## src/rtl/clock_ctrl_pkg.sv

```systemverilog
// Shared types, constants and helpers for the clock_ctrl block.
package clock_pkg;

  localparam int TIME_W  = 6;
  localparam int SEC_MAX = 59;
  localparam int MIN_MAX = 59;

  typedef enum logic [2:0] {
    RUN      = 3'd0,
    EDIT_MIN = 3'd1,
    EDIT_SEC = 3'd2,
    EDIT_ALM = 3'd3,
    COMMIT   = 3'd4
  } clk_state_e;

  function automatic logic [TIME_W-1:0] inc_mod60(input logic [TIME_W-1:0] v);
    return (v >= TIME_W'(SEC_MAX)) ? '0 : v + TIME_W'(1);
  endfunction

  // Out-of-range live values are treated as 0 when captured for editing.
  function automatic logic [TIME_W-1:0] snap_time(input logic [TIME_W-1:0] v);
    return (v > TIME_W'(MIN_MAX)) ? '0 : v;
  endfunction

endpackage

```

## src/rtl/clock_ctrl_prescaler.sv

```systemverilog
// Divides clk down to a one-cycle tick every TICK_DIV enabled cycles.
module tick_prescaler #(
  parameter int TICK_DIV = 100_000_000
) (
  input  logic clk,
  input  logic rst_n,
  input  logic clr,
  input  logic en,
  output logic tick
);

  localparam int                CNT_W    = $clog2(TICK_DIV);
  localparam logic [CNT_W-1:0]  CNT_LAST = CNT_W'(TICK_DIV - 1);

  logic [CNT_W-1:0] cnt_q, cnt_d;
  logic             tick_q, tick_d;

  // clr has priority so a suppressed wrap never leaks a tick.
  always_comb begin
    cnt_d  = cnt_q;
    tick_d = 1'b0;
    if (clr) begin
      cnt_d = '0;
    end else if (en) begin
      if (cnt_q == CNT_LAST) begin
        cnt_d  = '0;
        tick_d = 1'b1;
      end else begin
        cnt_d = cnt_q + CNT_W'(1);
      end
    end
  end

  always_ff @(posedge clk or negedge rst_n) begin
    if (!rst_n) begin
      cnt_q  <= '0;
      tick_q <= 1'b0;
    end else begin
      cnt_q  <= cnt_d;
      tick_q <= tick_d;
    end
  end

  assign tick = tick_q;

endmodule

```

## src/rtl/clock_ctrl.sv

```systemverilog
// Set-time sequencer for the min/sec counter: prescaled tick plus button-driven edit FSM.
// Optional alarm-minute editing and alarm pulse are enabled by CLOCK_CTRL_ALARM_EN.
module clock_ctrl
  import clock_pkg::*;
#(
  parameter int TICK_DIV = 100_000_000
) (
  input  logic              clk,
  input  logic              rst_n,
  input  logic              btn_mode,
  input  logic              btn_inc,
  input  logic [TIME_W-1:0] cur_min,
  input  logic [TIME_W-1:0] cur_sec,
  output logic              tick,
  output logic              ld_en,
  output logic [TIME_W-1:0] ld_min,
  output logic [TIME_W-1:0] ld_sec,
  output logic              editing,
`ifdef CLOCK_CTRL_ALARM_EN
  output logic              alarm,
`endif
  output logic [2:0]        state_o
);

  clk_state_e        state_q, state_d;
  logic [TIME_W-1:0] min_q, min_d;
  logic [TIME_W-1:0] sec_q, sec_d;
  logic              ld_en_q, ld_en_d;
  logic              presc_clr, presc_en;

`ifdef CLOCK_CTRL_ALARM_EN
  logic [TIME_W-1:0] alm_edit_q, alm_edit_d;
  logic [TIME_W-1:0] alm_q, alm_d;
  logic              alm_vld_q, alm_vld_d;
  logic              tick_dly_q, tick_dly_d;
`endif

  // A mode press in RUN clears the prescaler in the same edge, swallowing any due tick.
  assign presc_en  = (state_q == RUN);
  assign presc_clr = (state_q != RUN) || btn_mode;

  tick_prescaler #(.TICK_DIV(TICK_DIV)) u_prescaler (
    .clk  (clk),
    .rst_n(rst_n),
    .clr  (presc_clr),
    .en   (presc_en),
    .tick (tick)
  );

  always_comb begin
    state_d = state_q;
    min_d   = min_q;
    sec_d   = sec_q;
`ifdef CLOCK_CTRL_ALARM_EN
    alm_edit_d = alm_edit_q;
    alm_d      = alm_q;
    alm_vld_d  = alm_vld_q;
    tick_dly_d = tick;
`endif
    case (state_q)
      RUN: begin
        if (btn_mode) begin
          state_d = EDIT_MIN;
          min_d   = snap_time(cur_min);
          sec_d   = snap_time(cur_sec);
        end
      end
      EDIT_MIN: begin
        if (btn_mode)     state_d = EDIT_SEC;
        else if (btn_inc) min_d   = inc_mod60(min_q);
      end
      EDIT_SEC: begin
`ifdef CLOCK_CTRL_ALARM_EN
        if (btn_mode)     state_d = EDIT_ALM;
`else
        if (btn_mode)     state_d = COMMIT;
`endif
        else if (btn_inc) sec_d   = inc_mod60(sec_q);
      end
`ifdef CLOCK_CTRL_ALARM_EN
      EDIT_ALM: begin
        if (btn_mode)     state_d    = COMMIT;
        else if (btn_inc) alm_edit_d = inc_mod60(alm_edit_q);
      end
`endif
      COMMIT: begin
        state_d = RUN;
`ifdef CLOCK_CTRL_ALARM_EN
        alm_d     = alm_edit_q;
        alm_vld_d = 1'b1;
`endif
      end
      default: state_d = RUN;
    endcase
    ld_en_d = (state_d == COMMIT);
  end

  always_ff @(posedge clk or negedge rst_n) begin
    if (!rst_n) begin
      state_q <= RUN;
      min_q   <= '0;
      sec_q   <= '0;
      ld_en_q <= 1'b0;
`ifdef CLOCK_CTRL_ALARM_EN
      alm_edit_q <= '0;
      alm_q      <= '0;
      alm_vld_q  <= 1'b0;
      tick_dly_q <= 1'b0;
`endif
    end else begin
      state_q <= state_d;
      min_q   <= min_d;
      sec_q   <= sec_d;
      ld_en_q <= ld_en_d;
`ifdef CLOCK_CTRL_ALARM_EN
      alm_edit_q <= alm_edit_d;
      alm_q      <= alm_d;
      alm_vld_q  <= alm_vld_d;
      tick_dly_q <= tick_dly_d;
`endif
    end
  end

  assign ld_en   = ld_en_q;
  assign ld_min  = min_q;
  assign ld_sec  = sec_q;
  assign editing = (state_q != RUN);
  assign state_o = state_q;

`ifdef CLOCK_CTRL_ALARM_EN
  // The datapath has just advanced on the previous tick, so cur_* is the new time.
  assign alarm = tick_dly_q && (state_q == RUN) && alm_vld_q &&
                 (cur_sec == '0) && (cur_min == alm_q);
`endif

endmodule

```

## config.mk

```make
export PLATFORM = sky130hd
export DESIGN_NAME = clock_ctrl
export DESIGN_NICKNAME = d
export VERILOG_FILES = /design/src/rtl/clock_ctrl_pkg.sv /design/src/rtl/clock_ctrl_prescaler.sv /design/src/rtl/clock_ctrl.sv
export SDC_FILE = /design/constraint.sdc
export NUM_CORES = 1
export LEC_CHECK = 0
export ABC_CLOCK_PERIOD_IN_PS = 2600
export BUFFER_PORTS_ARGS = -buffer_cell sky130_fd_sc_hd__clkbuf_2
export CAP_MARGIN = 20
export CELL_PAD_IN_SITES_DETAIL_PLACEMENT = 2
export CELL_PAD_IN_SITES_GLOBAL_PLACEMENT = 2
export CORE_MARGIN = 2
export CORE_UTILIZATION = 35
export DETAILED_ROUTE_END_ITERATION = 8
export PLACE_DENSITY = 0.89
export SETUP_SLACK_MARGIN = 0.05
export SYNTH_ARGS = -nofsm -noshare
export SYNTH_HDL_FRONTEND = slang
export SYNTH_SLANG_ARGS = --single-unit
export TNS_END_PERCENT = 10
```

## constraint.sdc

```tcl
create_clock -name clk -period 2.6 [get_ports clk]
set_clock_uncertainty 0.05 [all_clocks]
set_input_delay 0.39 -clock clk [delete_from_list [all_inputs] [get_ports clk]]
set_output_delay 0.39 -clock clk [all_outputs]
set_load 0.1 [all_outputs]
```

## After elaboration in Yosys (flattened, before gate mapping)

Index checks and enable logic that the tools add are counted.

| operators by class | value |
|---|---|
| reduce and logical (&&, ||, !) cells | 8 |
| muxes and demuxes | 22 |
| $lt $le $gt $ge | 4 |
| equal/unequal tests | 9 |
| $add $sub $neg | 3 |

Operator list:

| cell | count |
|---|---|
| 2-to-1 mux 27 bit | 3 |
| 2-to-1 mux 6 bit | 10 |
| adder 27 x 1 -> 27 bit (second input constant) | 1 |
| == test 27 bit (second input constant) | 1 |
| one-hot mux 6 bit (2 select lines) | 2 |
| adder 6 x 1 -> 6 bit (second input constant) | 2 |
| >= comparator 6 bit (second input constant) | 2 |
| greater-than comparator 6 bit (second input constant) | 2 |
| != test 2 bit (second input constant) | 5 |
| 2-to-1 mux 3 bit | 3 |
| one-hot mux 3 bit (3 select lines) | 1 |
| AND reduction 4 bit | 2 |
| nonzero test 2 bit | 3 |
| == test 3 x 1 -> 1 bit (second input constant) | 1 |
| == test 3 x 2 -> 1 bit (second input constant) | 1 |
| == test 3 bit (second input constant) | 1 |
| zero test 3 bit | 1 |
| 2-to-1 mux 1 bit | 3 |
| nonzero test 3 bit | 1 |
| logical OR 1 bit | 1 |

| word-level totals | value |
|---|---|
| input port bits | 16 |
| logic and storage cells | 52 |
| register bits | 44 |
| output and inout port bits | 18 |

## Longest topological paths before layout

Gate-level depths: netlist (run 1).

| logic depth | value |
|---|---|
| depth in word-level cells | 5 |
| mapped depth | 8 |
| mapped depth without buffers | 5 |

## Cells and area by module

From an unflattened synthesis (run 1), not the netlist that was laid out.

| second synthesis, totals | value |
|---|---|
| cells, all modules | 278 |
| area total of the unflattened synthesis | 2560.0 um^2 |

By module, submodules not included:

| module | cells each | area each (um^2) | times used | sequential area each (um^2) |
|---|---|---|---|---|
| tick_prescaler | 163 | 1542.7 | 1 | 700.7 |
| clock_ctrl | 115 | 1017.2 | 1 | 400.4 |

## Least setup slack after synthesis (run 1)

OpenSTA, ideal clock, no wires.

| timing | value |
|---|---|
| kind | register -> register |
| start point | reg state_q[0], in the netlist state_o[0] |
| end point | reg u_prescaler.cnt_q[22] |
| path buffers | 3 |
| cell stages (with the launch flop) | 8 |
| period minus slack after synthesis | 2.836 ns |
| slack | -0.236 ns |
| required time | 2.473 ns |
| arrival | 2.708 ns |
| setup time | 0.077 ns |
| cell sequence | dfrtp_1 -> clkbuf_1 -> or3_1 -> nand2b_1 -> a31o_2 -> buf_2 -> buf_4 -> a21oi_1 |

| between the ends | value |
|---|---|
| word-level cells in the longest chain between the ends | 3 |
| elaborated cells between the ends (all ways) | 5 |
| those cells by class | 1 x mux; 4 x reduce/logical |

RTL lines:

| element | RTL line | RTL |
|---|---|---|
| start: declaration | clock_ctrl.sv:25 | `clk_state_e state_q, state_d;` |
| start signal: assignment | clock_ctrl.sv:111 | `state_q <= state_d;` |
| nonzero test 3 bit * | n/a |  |
| net editing | clock_ctrl.sv:18 | `output logic editing,` |
| logical OR 1 bit * | clock_ctrl.sv:40 | `assign presc_clr = (state_q != RUN) \|\| btn_mode;` |
| 2-to-1 mux 27 bit or nonzero test 2 bit (tied branches) | n/a |  |
| end signal: assignment | clock_ctrl_prescaler.sv:39 | `cnt_q <= cnt_d;` |
| end: declaration | clock_ctrl_prescaler.sv:15 | `logic [CNT_W-1:0] cnt_q, cnt_d;` |

The timed path passes the listed nets; every way through them passes the cells marked *.
A chain may end at the register's enable or synchronous reset.

## Worst setup path in the final report (run 1)

| timing | value |
|---|---|
| start point | reg u_prescaler.cnt_q[0] |
| end point | reg u_prescaler.cnt_q[26] |

| between the ends | value |
|---|---|
| word-level cells in the longest chain between the ends | 4 |
| elaborated cells between the ends (all ways) | 5 |
| those cells by class | 1 x add/sub; 1 x eq/ne; 3 x mux |

RTL lines:

| element | RTL line | RTL |
|---|---|---|
| adder 27 x 1 -> 27 bit or == test 27 bit (tied branches) | clock_ctrl_prescaler.sv:29, clock_ctrl_prescaler.sv:25 |  |
| 2-to-1 mux 27 bit * | clock_ctrl_prescaler.sv:25 | `if (cnt_q == CNT_LAST) begin` |
| 2-to-1 mux 27 bit * | clock_ctrl_prescaler.sv:24 | `end else if (en) begin` |
| 2-to-1 mux 27 bit * | clock_ctrl_prescaler.sv:22 | `if (clr) begin` |

Every way passes the cells marked *; elsewhere a longest branch is shown, timed or not. The select of a mux whose other input is x is not followed.

==> results.md, run 1 <==
* Synth Cell Area at about 2400 um2
* Worst-case clock buffer depth at 2
* Area occupied by multi-input gates at 1240 um2
* CTS tree: built
* Setup crit end kind: flop
* Int Power at 1.48 mW
* CP Launch Type: flop
* First drt pass iteration count at 4
* Flop pwr share at 31.0%
* Sw power at roughly 1.8 mW
* Clock Power Share at 16.0%
* Initial DRC Count at 89
* All-layer global routing usage at 20.1%
* Max FO, Critical Path at 7
* Slew headroom at 42.4%
* Antenna-violating nets left at 0
* Peak supply drop at just over 0.9 mV
* CP arrival at 2.36 ns
* Top-count cell post-synth: dfrtp_1
* Share of cells above drive strength 1 at 18.8%
* R2R Path Start: u_prescaler.cnt_q[0]
* R2R setup slack at 0.42 ns
* Clock root cell: clkbuf_8
* Post-synth top area cell: dfrtp_1
* Clock Sink Count at 44
* Max Clock Freq at 459 MHz
* Reg2reg end: u_prescaler.cnt_q[26]
* Post-synth ARST share at 100%
* Die footprint at 7670 um2
* Power consumption at 3.25 mW
* Switching part of the total power at 54.4%
* Worst-skew pair later-pin latency at about 0.30 ns
* Die Ht at about 88 um
* Max Cap Violations at 0
* ANT cells at 0
* Pwr/cell area at 1150 nW/um2
* Post-route DRC violation count at 0
* Fin util at 41.5%
* Vias per std cell at 5.74
* Final setup TNS at 0 ns
* Leading post-synthesis cells by cell area: dfrtp_1, a21oi_1, o21ai_0, xor2_1, nand2_1
* Synthesized flop and latch total at 44
* Min cycle time layout at 2.18 ns
* Number of flops mapped to enable cells by yosys at 0
* Yosys warning total at 0
* Grt total ovfl at 0
* Clk slew on worst S/H paths at about 0.08 ns
* Combinational power share at roughly 53%
* R2R cell count at 5
* Register area at 1100 um2
* H-tree levels at 2
* Wire per inst at 17.3 um
* Top cell type's share of synthesized area at between 40% and 50%
* Worst min path class: in -> async
* Row Count at 30
* Critical Path Start: u_prescaler.cnt_q[0]
* Initial core utilization at 36.0%
* Final-stage net count at between 300 and 400
* Synth cell count leaders: dfrtp_1, a21oi_1, nand2_1, nor2_1, o21ai_0
* Area growth from synthesis to layout at 15.4%
* Final Cell Area at 2820 um2
* PnR worst setup slack at 0.423 ns
* Final setup violation count at 0
* Die Width at between 80 and 90 um
* Worst slack, placed at around 0.45 ns
* Critical path type: reg -> reg
* Pin count of the biggest net entering global routing at 34
* Hold Fails Final Rpt at 0
* Count of different cell masters after synthesis at 53
* Post-CTS sizing at 0
* Post-synth top flop: dfrtp_1
* Drt total wl at 6830 um
* Syn Area/Cell at 9.16 um2
* Num CTS Buffers at 5
* Measured slew at the worst slew-check pin at 0.864 ns
* Fill cell count at 768
* Routability cong. at roughly 0.79
* # port buffers at 33
* Placed cell area at 2710 um2
* Core area at around 6800 um2
* Leakage at 1.15 nW
* Syn_nets at 286
* Postcts setup bufs at 0
* Via count at 2262
* Initial antenna violation count at 0
* Post-Synthesis Cells at 267
* RSZ-0062 raised after global routing: false
* Status: finished clean
* Vias in the first global route at roughly 2500
* Critical path required time at 2.78 ns
* CTS Hold Bufs at 0
* Period utilization at 83.7%
* Hpwl dp at 5010 um
* Num ports at 34
* Sequential fraction of the synthesis area at between 40 and 50%
* Max Slew Vio Count at 0
* First-pass GRT wire length at 12200 um
[registers in the layout, indices dropped and copies added, names as in the netlist]
register / cells
u_prescaler.tick: 1
ld_sec: 6
ld_min: 6
u_prescaler.cnt_q: 27
ld_en: 1
state_o: 3
[layout by cell type (no fill, tap or decap), types with 3 or more instances in the layout]
cell / Yosys / routed
o21ai_0: 19 / 19
a31oi_1: 4 / 4
nand2b_1: 3 / 3
o31ai_1: 8 / 8
xor2_1: 10 / 10
nand2_1: 20 / 20
a211oi_1: 3 / 3
or3_1: 7 / 6
nand4_1: 8 / 8
a21oi_1: 20 / 20
nor2_1: 20 / 20
ha_1: 3 / 3
buf_4: 3 / 3
inv_1: 11 / 11
nor3_1: 3 / 3
nor4_1: 3 / 3
nand3_1: 15 / 15
dfrtp_1: 44 / 42
a22o_1: 4 / 4
and3_1: 4 / 4
or4_1: 9 / 9
clkbuf_8: 0 / 5
clkbuf_2: 0 / 33
[worst max-delay path: stages (launching register included)]
cell	delay, ns
dfrtp_1	0.39
ha_1	0.30
nand2_1	0.14
or4_1	0.56
or4_4	0.53
a21oi_2	0.13
[metrics by stage]
step	cells	hold slack, ns
after detailed placement	386	0.432
after global routing	394	0.199
after global placement	386	0.401
final	394	0.133
after CTS	394	0.164
after floorplan	267	0.0444
[area by class of cell]
class	instances	share of cell area (%)
well taps	96	4.26
repair buffers	37	7.36
inverters	11	1.46
clock buffers	6	2.57
multi-input cells	198	44.0
flip-flops and latches	44	39.1
clock inverters	2	1.24
[worst max-delay path by stage]
stage / to / slack (ns) / cells past startpoint
6_report: u_prescaler.cnt_q[26] / 0.42 / 5
5_1_grt: u_prescaler.cnt_q[21] / 0.26 / 4
4_1_cts: u_prescaler.cnt_q[26] / 0.42 / 5
3_5_place_dp: u_prescaler.cnt_q[21] / 0.45 / 4
3_3_place_gp: u_prescaler.cnt_q[26] / 0.52 / 5
2_1_floorplan: u_prescaler.cnt_q[22] / 0.16 / 6
[logic make-up (layout without fill, tap and decap cells)]
kind of cell | after synthesis | in the layout | share of synthesized area, %
flip-flops | 44 | 44 | 45.0
XOR/XNOR | 12 | 12 | 4.30
buffers and inverters | 25 | 56 | 4.45
multiplexers | 1 | 1 | 0.461
AND/OR/NAND/NOR | 105 | 105 | 23.6
AO/OA/AOI/OAI | 75 | 75 | 19.8
adder cells (fa/ha/maj) | 5 | 5 | 2.35
[per-layer routing]
metal	up-vias	routed length (um)	GRT usage (%)
met5	-	0	0
met4	0	36	3.78
met3	4	193	3.96
met2	34	3700	36.8
met1	1170	2900	24.6
li1	1054	-	-
[power groups by stage]
stage | Clock (mW) | Sequential [mW] | Combinational, mW
4_1_cts | 0.544 | 1.01 | 1.74
3_3_place_gp | 0 | 1.00 | 1.69
6_report | 0.519 | 1.01 | 1.72
2_1_floorplan | 0 | 1.71 | 0.665
3_5_place_dp | 0 | 1.02 | 1.74
5_1_grt | 0.578 | 1.03 | 1.83
No activity file was read; power rests on OpenSTA's default activity.
==> run 2, diff against run 1 <==
--- a/config.mk
+++ b/config.mk
@@ -5,7 +5,7 @@
 export SDC_FILE = /design/constraint.sdc
 export NUM_CORES = 1
 export LEC_CHECK = 0
-export ABC_CLOCK_PERIOD_IN_PS = 2600
+export ABC_CLOCK_PERIOD_IN_PS = 2050
 export BUFFER_PORTS_ARGS = -buffer_cell sky130_fd_sc_hd__clkbuf_2
 export CAP_MARGIN = 20
 export CELL_PAD_IN_SITES_DETAIL_PLACEMENT = 2
==> constraint.sdc (replaced) <==
create_clock -name clk -period 2.05 [get_ports clk]
set_clock_uncertainty 0.05 [all_clocks]
set_input_delay 0.3075 -clock clk [delete_from_list [all_inputs] [get_ports clk]]
set_output_delay 0.3075 -clock clk [all_outputs]
set_load 0.1 [all_outputs]
==> run 2 against run 1 <==
  * Sequential cell count unchanged
  * Core utilization is 3.4 points higher
  * Final area grew 8.3%
  * Critical path depth stayed put
  * Routed wire length rose by 9.3%
  * Cell count grew 4.6%
  * Maximum frequency is 9.5% higher
  * Clock power is 30% higher
  * First-iteration DRC count fell by 44%
  * Largest power group unchanged
  * Highest routed layer unchanged
==> results.md, run 2 (synthesis results as in run 1) <==
* Initial DRC Count at 50 (was 89)
* Via count at 2288 (was 2262)
* Clock root cell: clkbuf_8 (unchanged)
* First-pass GRT wire length at 12200 um (about the same)
* Die Ht at 87.6 um (unchanged)
* Final-stage net count at 334 (was 316)
* Pwr/cell area at 1400 nW/um2 (was 1150 nW/um2)
* Row Count at 30 (unchanged)
* CP dominant cell by count: or4_4
* Most frequent cells in the layout: dfrtp_1, clkbuf_2, nor2_1 (was dfrtp_1, clkbuf_2, nor2_1, nand2_1, a21oi_1)
* Final Cell Area at 3050 um2 (was 2820 um2)
* Die footprint at 7670 um2 (unchanged)
* Fill cell count at 745 (was 768)
* R2R cell count at 5 (unchanged)
* Num CTS Buffers at 5 (unchanged)
* CP arrival at 2.17 ns (was 2.36 ns)
* Critical path required time at 2.23 ns (was 2.78 ns)
* Max Clock Freq at 503 MHz (was 459 MHz)
* Setup crit end kind: flop (unchanged)
* Worst path cell trace: ha_2 -> nand2_2 -> or4_4 -> or4_4 -> a21oi_2 (was ha_1 -> nand2_1 -> or4_1 -> or4_4 -> a21oi_2)
* Max reg flops at 27 (unchanged)
* Hold Fails Final Rpt at 0 (unchanged)
* Hpwl dp at 5280 um (was 5010 um)
* Min cycle time layout at 1.99 ns (was 2.18 ns)
* Core area at 6790 um2 (unchanged)
* CTS tree: built (unchanged)
* Final setup TNS at 0 ns (unchanged)
* Leakage at 1.26 nW (was 1.15 nW)
* Grt total ovfl at 0 (unchanged)
* Max Cap Violations at 0 (unchanged)
* Clock Sink Count at 44 (unchanged)
* Clk slew on worst S/H paths at 0.09 ns (was 0.08 ns)
* Slowest CP cell: or4_4 (was or4_1)
* Worst hold stages at 3
* Antenna-violating nets left at 0 (unchanged)
* Critical path type: reg -> reg (unchanged)
* R2R setup slack at 0.06 ns (was 0.42 ns)
* Measured slew at the worst slew-check pin at 0.556 ns (was 0.864 ns)
* # port buffers at 33 (unchanged)
* Power consumption at 4.27 mW (was 3.25 mW)
* Post-route DRC violation count at 0 (unchanged)
* Initial antenna violation count at 0 (unchanged)
* Max Slew Vio Count at 0 (unchanged)
* Worst min path class: in -> reg (was in -> async)
* Wire per inst at 18.1 um (was 17.3 um)
* Worst-case clock buffer depth at 2 (unchanged)
* Share of cells above drive strength 1 at 28.2% (was 18.8%)
* CP Launch Type: flop (unchanged)
* Num ports at 34 (unchanged)
* Status: finished clean (unchanged)
* Period utilization at 97.0% (was 83.7%)
* All-layer global routing usage at 20.2% (was 20.1%)
* Pin count of the biggest net entering global routing at 32 (was 34)
* RSZ-0062 raised after global routing: true (was false)
* First drt pass iteration count at 4 (unchanged)
* Commonest non-fill, non-tap cell in the layout: dfrtp_1 (unchanged)
* WHS Endpoint: ld_min[5]
* Hold_sp: cur_min[5]
* Vias per std cell at 5.55 (was 5.74)
* Peak supply drop at 1.31 mV (was 0.924 mV)
* Fin util at 45.0% (was 41.5%)
* Placed cell area at 2880 um2 (was 2710 um2)
* R2R Path Start: u_prescaler.cnt_q[1] (was u_prescaler.cnt_q[0])
* Reg2reg end: u_prescaler.cnt_q[26] (unchanged)
* ANT cells at 0 (unchanged)
* Largest Register: u_prescaler.cnt_q (unchanged)
* Die Width at 87.6 um (unchanged)
* H-tree levels at 2 (unchanged)
* Initial core utilization at 36.0% (unchanged)
* Routability cong. at 0.777 (was 0.790)
* Worst-skew pair later-pin latency at 0.30 ns (about the same)
* Drt total wl at 7470 um (was 6830 um)
* Area growth from synthesis to layout at 24.9% (was 15.4%)
* Final setup violation count at 0 (unchanged)
* Vias in the first global route at 2449 (was 2482)
* Max FO, Critical Path at 3 (was 7)
* Max incr delay on CP at 0.53 ns (was 0.56 ns)
* Slew headroom at 63.1% (was 42.4%)
[run 2: report_power, final]
group          leakage [nW]  switching (mW)  internal [mW]  total [mW]
registers             0.585           0.245           1.03        1.28
clock network        0.0552           0.311          0.362       0.673
logic                 0.624            1.74          0.585        2.32
[run 2: worst max-delay path by stage]
stage,startpoint,end,slack (ns)
after floorplan,state_o[1],u_prescaler.cnt_q[22],-0.14
after global placement,u_prescaler.cnt_q[0],u_prescaler.cnt_q[24],0.14
after detailed placement,u_prescaler.cnt_q[0],u_prescaler.cnt_q[24],0.05
after CTS,u_prescaler.cnt_q[0],u_prescaler.cnt_q[26],0.04
after global routing,u_prescaler.cnt_q[8],u_prescaler.cnt_q[19],-0.007
final,u_prescaler.cnt_q[1],u_prescaler.cnt_q[26],0.06
[run 2: repair_timing]
| action | CTS | global route |
|---|---|---|
| gates resized for setup | 1 | 6 |
| endpoints found under the setup margin | 3 | 27 |
| endpoints found under the hold margin | 13 | 0 |
| hold buffers | 1 | 0 |
| pin swaps | 0 | 3 |
| setup buffers | 0 | 5 |
[run 2: area by class of cell]
cell class	count	area [um2]	share of cell area, %
Clock buffer	6	72.6	2.38
Clock inverter	2	35.0	1.15
Inverter	11	41.3	1.35
Multi-Input combinational cell	198	1300	42.7
Sequential cell	44	1110	36.4
Tap cell	96	120	3.93
Timing Repair Buffer	55	370	12.1
[run 2: critical path, delay by kind of cell (launching register included)]
family / cells / cell delay, ns
AO/OA/AOI/OAI: 1 / 0.14
flip-flops: 1 / 0.39
AND/OR/NAND/NOR: 3 / 1.13
adder cells (fa/ha/maj): 1 / 0.21
[run 2: layer usage]
| layer | share of wire, % | global-route usage [%] | up-vias |
|---|---|---|---|
| met4 | 0.94 | 5.45 | 0 |
| met1 | 44 | 25.4 | 1158 |
| met5 | 0 | 0 | - |
| met2 | 53 | 36.3 | 32 |
| met3 | 2.2 | 2.83 | 8 |
| li1 | - | - | 1090 |
[run 2: stage by stage]
step	hold WS (ns)	std cells	setup WS, ns
final	0.223	412	0.0612
after global routing	0.235	412	-0.00707
after CTS	0.211	407	0.0354
after detailed placement	0.211	398	0.0470
after global placement	0.199	398	0.141
after floorplan	-0.0381	267	-0.140
